`config.mk`:
```
export PLATFORM = sky130hd
export DESIGN_NAME = dmem_access_ctrl
export DESIGN_NICKNAME = d
export VERILOG_FILES = /design/src/rtl/dmem_pkg.sv /design/src/rtl/dmem_access_ctrl_load_extend.sv /design/src/rtl/dmem_access_ctrl.sv
export SDC_FILE = /design/constraint.sdc
export NUM_CORES = 1
export LEC_CHECK = 0
export BUFFER_PORTS_ARGS = -buffer_cell sky130_fd_sc_hd__buf_2
export CORE_AREA = 2 2 106 108
export CTS_BUF_LIST = sky130_fd_sc_hd__clkbuf_2
export CTS_CLUSTER_DIAMETER = 60
export DETAILED_ROUTE_END_ITERATION = 16
export DIE_AREA = 0 0 108 110
export SLEW_MARGIN = 15
export SYNTH_ARGS = -nofsm -noshare
export SYNTH_HDL_FRONTEND = slang
export SYNTH_HIERARCHICAL = 1
export SYNTH_SLANG_ARGS = --single-unit
```
`constraint.sdc`:
```
create_clock -name clk -period 2.11 [get_ports clk]
set_clock_uncertainty 0.15 [all_clocks]
set_input_delay 0.211 -clock clk [delete_from_list [all_inputs] [get_ports clk]]
set_output_delay 0.211 -clock clk [all_outputs]
set_load 0.005 [all_outputs]
```
`src/rtl/dmem_pkg.sv`:
```
// dmem_pkg: shared size codes, FSM state encoding and the alignment check for the data RAM port.
package dmem_pkg;

   localparam logic [1:0] SZ_BYTE = 2'b00;
   localparam logic [1:0] SZ_HALF = 2'b01;
   localparam logic [1:0] SZ_WORD = 2'b10;

   typedef enum logic [1:0] {IDLE, ACCESS, RESP} state_e;

   // Only the low two address bits matter; size 11 is never legal.
   function automatic logic is_misaligned(input logic [1:0] size, input logic [1:0] addr_lo);
      return (size == 2'b11) || (size == SZ_HALF && addr_lo[0]) || (size == SZ_WORD && addr_lo != 2'b00);
   endfunction

endpackage

```
`src/rtl/dmem_access_ctrl_load_extend.sv`:
```
// load_extend: zero/sign-extends right-justified byte or halfword load data; words pass through.
module load_extend
   import dmem_pkg::*;
(
   input  logic [1:0]  size_i,
   input  logic        signed_i,
   input  logic [31:0] raw_i,
   output logic [31:0] ext_o
);

   assign ext_o = (size_i == SZ_BYTE) ? {{24{signed_i & raw_i[7]}}, raw_i[7:0]} :
                  (size_i == SZ_HALF) ? {{16{signed_i & raw_i[15]}}, raw_i[15:0]} :
                                        raw_i;

endmodule

```
`src/rtl/dmem_access_ctrl.sv`:
```
// dmem_access_ctrl: MEM-stage initiator for the byte-addressed big-endian data RAM,
// one request at a time with valid/ready on both sides and misalignment rejection.
module dmem_access_ctrl
   import dmem_pkg::*;
#(
   parameter int WAIT_CYCLES = 1,
   parameter int ADDR_W      = 8
) (
   input  logic              clk,
   input  logic              rst_n,
   input  logic              req_valid,
   output logic              req_ready,
   input  logic              req_write,
   input  logic [1:0]        req_size,
   input  logic              req_signed,
   input  logic [ADDR_W-1:0] req_addr,
   input  logic [31:0]       req_wdata,
   output logic              resp_valid,
   input  logic              resp_ready,
   output logic [31:0]       resp_rdata,
   output logic              resp_err,
   output logic              mem_enable,
   output logic              mem_rw,
   output logic [ADDR_W-1:0] mem_addr,
   output logic [1:0]        mem_size,
   output logic [31:0]       mem_din,
   input  logic [31:0]       mem_dout,
   output logic              busy
);

   state_e            state_q;
   logic [3:0]        cnt_q;
   logic              signed_q;
   logic              mem_enable_q, mem_rw_q, resp_err_q;
   logic [ADDR_W-1:0] mem_addr_q;
   logic [1:0]        mem_size_q;
   logic [31:0]       mem_din_q, resp_rdata_q, ext;

   load_extend u_ext (
      .size_i  (mem_size_q),
      .signed_i(signed_q),
      .raw_i   (mem_dout),
      .ext_o   (ext)
   );

   always_ff @(posedge clk or negedge rst_n) begin
      if (!rst_n) begin
         state_q      <= IDLE;
         cnt_q        <= '0;
         signed_q     <= 1'b0;
         mem_enable_q <= 1'b0;
         mem_rw_q     <= 1'b0;
         mem_addr_q   <= '0;
         mem_size_q   <= '0;
         mem_din_q    <= '0;
         resp_err_q   <= 1'b0;
         resp_rdata_q <= '0;
      end else begin
         case (state_q)
            IDLE: if (req_valid) begin
               resp_rdata_q <= '0;
               if (is_misaligned(req_size, req_addr[1:0])) begin
                  resp_err_q <= 1'b1;
                  state_q    <= RESP;
               end else begin
                  mem_enable_q <= 1'b1;
                  mem_rw_q     <= req_write;
                  mem_addr_q   <= req_addr;
                  mem_size_q   <= req_size;
                  mem_din_q    <= req_wdata;
                  signed_q     <= req_signed;
                  cnt_q        <= 4'(WAIT_CYCLES - 1);
                  resp_err_q   <= 1'b0;
                  state_q      <= ACCESS;
               end
            end
            ACCESS: if (cnt_q == 4'd0) begin
               // RAM read is combinational, so dout is valid on the last enabled cycle
               resp_rdata_q <= mem_rw_q ? 32'd0 : ext;
               mem_enable_q <= 1'b0;
               mem_rw_q     <= 1'b0;
               state_q      <= RESP;
            end else begin
               cnt_q <= cnt_q - 4'd1;
            end
            RESP: if (resp_ready) begin
               resp_err_q   <= 1'b0;
               resp_rdata_q <= '0;
               state_q      <= IDLE;
            end
            default: state_q <= IDLE;
         endcase
      end
   end

   assign req_ready  = (state_q == IDLE);
   assign resp_valid = (state_q == RESP);
   assign busy       = (state_q != IDLE);
   assign resp_err   = resp_err_q;
   assign resp_rdata = resp_rdata_q;
   assign mem_enable = mem_enable_q;
   assign mem_rw     = mem_rw_q;
   assign mem_addr   = mem_addr_q;
   assign mem_size   = mem_size_q;
   assign mem_din    = mem_din_q;

endmodule

```
==> run_results.csv, run 1 <==
group,metric,value,unit
outcome,run_status,"finished, final reports clean",
setup_path,crit_chain,"inv_2 -> ha_4 -> or3b_4 -> o22ai_4 -> clkbuf_16 -> mux2i_1",
global_route,grt_pass1_wl,16760,µm
sta,finalSetupViolations,0,
place,dpl.cell_count,640,
place,io_buffers,159,
synth,synth_area_leaders,"dfrtp_1 52%, mux2_1 10%, mux2i_1 8.2%",
setup_path,end_kind,"flip-flop",
synth,netlist_top_cells_count,"84 x dfrtp_1, 62 x nand2_1, 38 x inv_1",
die,die_x,108,µm
synth,yosysMostFrequentCell,"dfrtp_1",
sta,finalHoldViolCount,0,
detailed_routing,wl_per_cell,14.67,µm
finish,final_nets,679,
synth,syn_nets,439,
cts,cts.sinks,84,
synth,async_flop_share,100.0,%
run,drv_cap,0,
synth,yosysTopAreaCell,"dfrtp_1",
synth,syn_area,4028,µm²
place,post_dp_cell_area,4897,µm²
place,place_congestion,0.7800,
cts,clk_latency,500,ps
detailed_routing,drc,0,
synth,synth_warnings,6,
setup_path,reg2reg_slack,70,ps
detailed_routing,firstDrtPassIters,4,
synth,netlist.area_leader.share,52.19,%
pwr,ir_drop,0.4613,mV
cts,cts_buffers,9,
finish,syn_to_final_growth,47.41,%
worst_hold_path,hold_class,"in -> async",
synth,syn_area_per_cell,11.28,µm²
finish,n_antenna_cell,0,
global_route,gr-usage-all-layers,18.09,%
setup_path,worstSetupPathType,"reg -> reg",
sta,worst_pin_slew,574.0,ps
detailed_routing,wl,10870,µm
cts,cts_tree,"done",
global_route,antenna_found_initial,0,
cts,h-tree-depth,3,
sta,period_minus_slack,2036,ps
detailed_routing,first_iter_violations,164,
cts,clockBufferDepth,2,
synth,synth_edf_count,0,
setup_path,slowest_delay,450,ps
synth,synth_ff_type,"dfrtp_1",
die,ios,160,
synth,synth_cell_types,41,
synth,syn-instance-count,357,
die,fp-row-count,38,
place,hpwl,6551,µm
cts,cts-root-buf,"clkbuf_2",
synth,ys_ff_latch,84,
setup_path,cp.arrival,2320,ps
setup_path,r2r_end,"resp_rdata[24]",
synth,ys_seq_area_share,52.19,%
sta,fmax,0.4911,GHz
detailed_routing,via_per_inst,4.649,
global_route,grt-ovfl-total,0,
finish,final_cells,741,
global_route,grt_max_degree,43,
setup_path,worstPathRequired,2400,ps
setup_path,startpoint_type,"flip-flop",
die,dieArea,11880,µm²
sta,hold_ws,87.15,ps
die,core_region_area,10700,µm²
sta,slew_viol_final,0,
setup_path,slowest_stage,"dfrtp_1",
pwr,p_leak,2.932,nW
setup_path,rr_startpoint,"cnt_q[0]",
finish,drive_gt1_share,35.11,%
sta,period_share,96.50,%
sta,slew_headroom,60.92,%
detailed_routing,vias,3445,
pwr,power_density,892.6,nW/µm²
setup_path,critPathMaxFanout,8,
cts,clk_pin_slew,230,ps
die,die_h,110,µm
finish,fin_area,5937,µm²
detailed_routing,ant_nets,0,
setup_path,rr_worst_depth,6,
global_route,grt_pass1_vias,3490,
die,start_util,37.65,%
## worst max path at each step
| stage | start | endpoint | cells past startpoint |
|---|---|---|---|
| 6_report | cnt_q[0] | resp_rdata[24] | 6 |
| 5_1_grt | cnt_q[0] | resp_rdata[17] | 6 |
| 3_3_place_gp | cnt_q[0] | resp_rdata[9] | 6 |
| 3_5_place_dp | cnt_q[0] | resp_rdata[1] | 6 |
| 2_1_floorplan | cnt_q[0] | resp_rdata[0] | 7 |
| 4_1_cts | cnt_q[0] | resp_rdata[27] | 6 |
## where the power goes
| part | total (mW) | internal, mW | switching [mW] | leakage, nW |
|---|---|---|---|---|
| Combinational | 2.05 | 1.08 | 0.967 | 1.79 |
| Clock | 0.912 | 0.376 | 0.536 | 0.0728 |
| Sequential | 2.34 | 2.07 | 0.273 | 1.07 |
## routing by layer
metal | share of wire, % | GRT usage (%)
met3 | 7.1 | 3.998
met4 | 1.8 | 7.692
met1 | 44 | 23.65
met2 | 47 | 29.16
met5 | 0 | 0
## metrics by stage
stage,power (mW),worst slack [ps],util [%],TNS [ps]
3_5_place_dp,4.190,142.3,45.78,0
4_1_cts,5.253,96.06,54.71,0
5_1_grt,5.683,-1.089,55.50,-1.089
6_report,5.299,73.87,55.50,0
2_1_floorplan,3.458,167.1,-,0
3_3_place_gp,4.153,214.2,45.78,0
## critical path: cells and delay by family (launching register included)
family,cells,cell delay [ps]
adder cells (fa/ha/maj),1,130
multiplexers,1,180
buffers and inverters,2,350
AND/OR/NAND/NOR,1,390
flip-flops,1,450
AO/OA/AOI/OAI,1,340
## cell families (layout without fill, tap and decap cells)
| kind of cell | count (synthesis) | after routing | share of synthesized area (%) |
|---|---|---|---|
| AO/OA/AOI/OAI | 45 | 45 | 7.363 |
| adder cells (fa/ha/maj) | 2 | 2 | 0.6212 |
| buffers and inverters | 67 | 311 | 9.599 |
| flip-flops | 84 | 84 | 52.19 |
| multiplexers | 77 | 77 | 20.78 |
| AND/OR/NAND/NOR | 82 | 82 | 9.444 |
## sequential cells by signal (all words and copies together) (netlist names)
| name | cells |
|---|---|
| state_q | 2 |
| mem_din | 32 |
| signed_q | 1 |
| cnt_q | 4 |
| mem_rw | 1 |
| resp_rdata | 32 |
| mem_size | 2 |
| mem_addr | 8 |
| mem_enable | 1 |
| resp_err | 1 |
## layout make-up
| cell class | count | area (µm²) |
|---|---|---|
| Sequential cell | 84 | 2102 |
| Timing Repair Buffer | 258 | 1833 |
| Clock buffer | 9 | 45.04 |
| Fill cell | 942 | 4761 |
| Inverter | 38 | 142.6 |
| Multi-Input combinational cell | 206 | 1559 |
| Tap cell | 140 | 175.2 |
| Clock inverter | 6 | 80.08 |
## repair_timing
item | in CTS | in global routing
resized for setup | 0 | 5
hold endpoints to repair | 165 | 0
hold buffers | 82 | 0
buffers inserted | 0 | 1
setup endpoints to repair | 0 | 1
## placed cells by master (no fill, tap or decap), types with 3 or more instances in the layout
master,Yosys,final
inv_1,38,36
dlygate4sd3_1,0,81
o21ai_1,6,6
mux2_1,37,37
nor2b_1,3,3
nand2_1,62,62
mux2_2,6,6
o21ai_2,4,4
buf_4,12,12
mux2i_1,33,33
o211ai_1,3,3
clkbuf_2,0,9
o2111ai_1,3,3
buf_2,9,158
o21ai_0,19,19
buf_12,3,4
dfrtp_1,84,84
Note: power is estimated with default switching activity, not from simulation.
==> run 2, diff against run 1 <==
==> constraint.sdc (replaced) <==
create_clock -name clk -period 2.11 [get_ports clk]
set_clock_uncertainty 0.15 [all_clocks]
set_input_delay 0.3165 -clock clk [delete_from_list [all_inputs] [get_ports clk]]
set_output_delay 0.3165 -clock clk [all_outputs]
set_load 0.005 [all_outputs]
==> run 2 against run 1 <==
  * Flip-flop and latch count unchanged
  * Final cell count is 0.27% lower
  * Clock-buffer cell count is 2 higher
  * Critical path depth is the same
  * Non-clock buffer count shrank 3
  * Worst setup slack lost 60 ps
  * Final area down 0.97%
  * Sequential share of layout area increased by 0.35 points
  * Combinational power hardly changed
==> run_results.csv, run 2 (synthesis results as in run 1) <==
group,metric,value,unit
sta,finalHoldViolCount,0,
die,die_h,110,µm
global_route,grtUsageMet3,4.703,%
setup_path,worstSetupPathType,"reg -> reg",
detailed_routing,ant_nets,0,
place,hpwl,6638,µm
sta,rsz0062_at_grt,"true",
place,post_dp_cell_area,4897,µm²
finish,drive_gt1_share,35.39,%
setup_path,cp.arrival,2370,ps
die,core_region_area,10700,µm²
setup_path,crit_family,"flip-flops",
cts,h-tree-depth,3,
finish,final_nets,676,
sta,slew_headroom,61.06,%
cts,cts_buffers,9,
die,fp-row-count,38,
cts,clk_latency,510,ps
setup_path,reg2reg_slack,10,ps
global_route,busiest_layer,"met2",
setup_path,crit_chain,"inv_2 -> ha_4 -> or3b_4 -> o22ai_4 -> clkbuf_16 -> mux2i_1",
place,place_congestion,0.7918,
setup_path,rr_startpoint,"cnt_q[0]",
sta,worst_pin_slew,571.9,ps
setup_path,end_kind,"flip-flop",
die,start_util,37.65,%
setup_path,path_buf_inv,2,
setup_path,worstPathRequired,2380,ps
setup_path,critical_path_depth,6,
cts,clk_pin_slew,230,ps
sta,period_minus_slack,2096,ps
setup_path,r2r_end,"resp_rdata[21]",
finish,most-common-layout-cells,"158 x buf_2, 84 x dfrtp_1, 79 x dlygate4sd3_1",
global_route,grt_pass1_wl,16470,µm
place,io_buffers,159,
run,drv_cap,0,
worst_hold_path,hold_class,"in -> async",
cts,cts-root-buf,"clkbuf_2",
sta,setup_slack,13.54,ps
detailed_routing,via_per_inst,4.689,
detailed_routing,first_iter_violations,176,
place,dp_slack,125.3,ps
detailed_routing,wl_per_cell,14.55,µm
setup_path,slowest_delay,460,ps
pwr,power_density,881.4,nW/µm²
global_route,grt_pass1_vias,3592,
die,die_x,108,µm
cts,clockBufferDepth,2,
sta,fmax,0.4770,GHz
global_route,gr-usage-all-layers,17.71,%
die,ios,160,
global_route,antenna_found_initial,0,
setup_path,endpoint,"resp_rdata[21]",
pwr,fin_total_pwr,5.182,mW
setup_path,startpoint_type,"flip-flop",
sta,finalSetupViolations,0,
setup_path,worstSetupStartpoint,"cnt_q[0]",
outcome,run_status,"finished, final reports clean",
global_route,grt_max_degree,43,
die,dieArea,11880,µm²
finish,final_util,54.96,%
finish,syn_to_final_growth,45.98,%
detailed_routing,wl,10760,µm
detailed_routing,vias,3465,
sta,period_share,99.36,%
global_route,met2_usage,30.37,%
detailed_routing,drc,0,
finish,fin_area,5879,µm²
cts,cts_tree,"done",
finish,final_common_cell,"buf_2",
pwr,p_leak,2.916,nW
global_route,grt-ovfl-total,0,
setup_path,slowest_stage,"dfrtp_1",
cts,cts.sinks,84,
sta,slew_viol_final,0,
pwr,ir_drop,0.4892,mV
setup_path,rr_worst_depth,6,
setup_path,critPathMaxFanout,8,
finish,n_antenna_cell,0,
global_route,grtUsageMet1,21.14,%
detailed_routing,firstDrtPassIters,4,
==> run 2: cell count changes in the layout (fill, tap and decap cells not counted) <==
cell / change
clkinv_2: +1
clkinv_4: +1
bufinv_16: -1
clkbuf_2: +2
clkinv_1: -1
clkinvlp_4: -1
buf_12: -1
dlygate4sd3_1: -2
==> run 2: metal layers <==
layer | wire [µm] | share of wire, %
met1 | 4708 | 44
met2 | 5084 | 47
met3 | 807 | 7.5
met4 | 155 | 1.4
met5 | 0 | 0
==> run 2: stage by stage <==
stage | TNS, ps | std cells | hold slack (ps)
finish | 0 | 739 | 131.6
global route | -643.0 | 739 | 116.0
detailed placement | 0 | 640 | 178.4
global placement | 0 | 640 | 179.4
floorplan | 0 | 357 | -129.1
CTS | 0 | 735 | 81.92
==> run 2: how the worst min path moves through the flow <==
stage          cells after the start  slack [ps]        endpoint   from
4_1_cts                            2          80  resp_rdata[19]  rst_n
3_5_place_dp                       1         180  resp_rdata[22]  rst_n
5_1_grt                            2         120  resp_rdata[25]  rst_n
6_report                           2         130  resp_rdata[28]  rst_n
3_3_place_gp                       1         180  resp_rdata[21]  rst_n
2_1_floorplan                      0        -130        cnt_q[0]  rst_n
==> run 2: report_power, final <==
part / internal, mW / switching (mW) / total, mW
Combinational: 1.07 / 0.966 / 2.03
Sequential: 2.07 / 0.269 / 2.33
Clock: 0.279 / 0.535 / 0.814
Total: 3.41 / 1.77 / 5.18
==> run 2: area by class of cell <==
type	instances	area (µm²)
fillers	938	4818
flip-flops and latches	84	2102
repair buffers	255	1793
multi-input cells	206	1559
well taps	140	175.2
inverters	38	142.6
clock buffers	11	55.05
clock inverters	5	52.55
==> run 2: timing repair <==
action | CTS | global route
setup buffers | 0 | 1
resized for setup | 0 | 5
hold buffers | 79 | 0
setup endpoints to repair | 0 | 16
endpoints found under the hold margin | 162 | 0
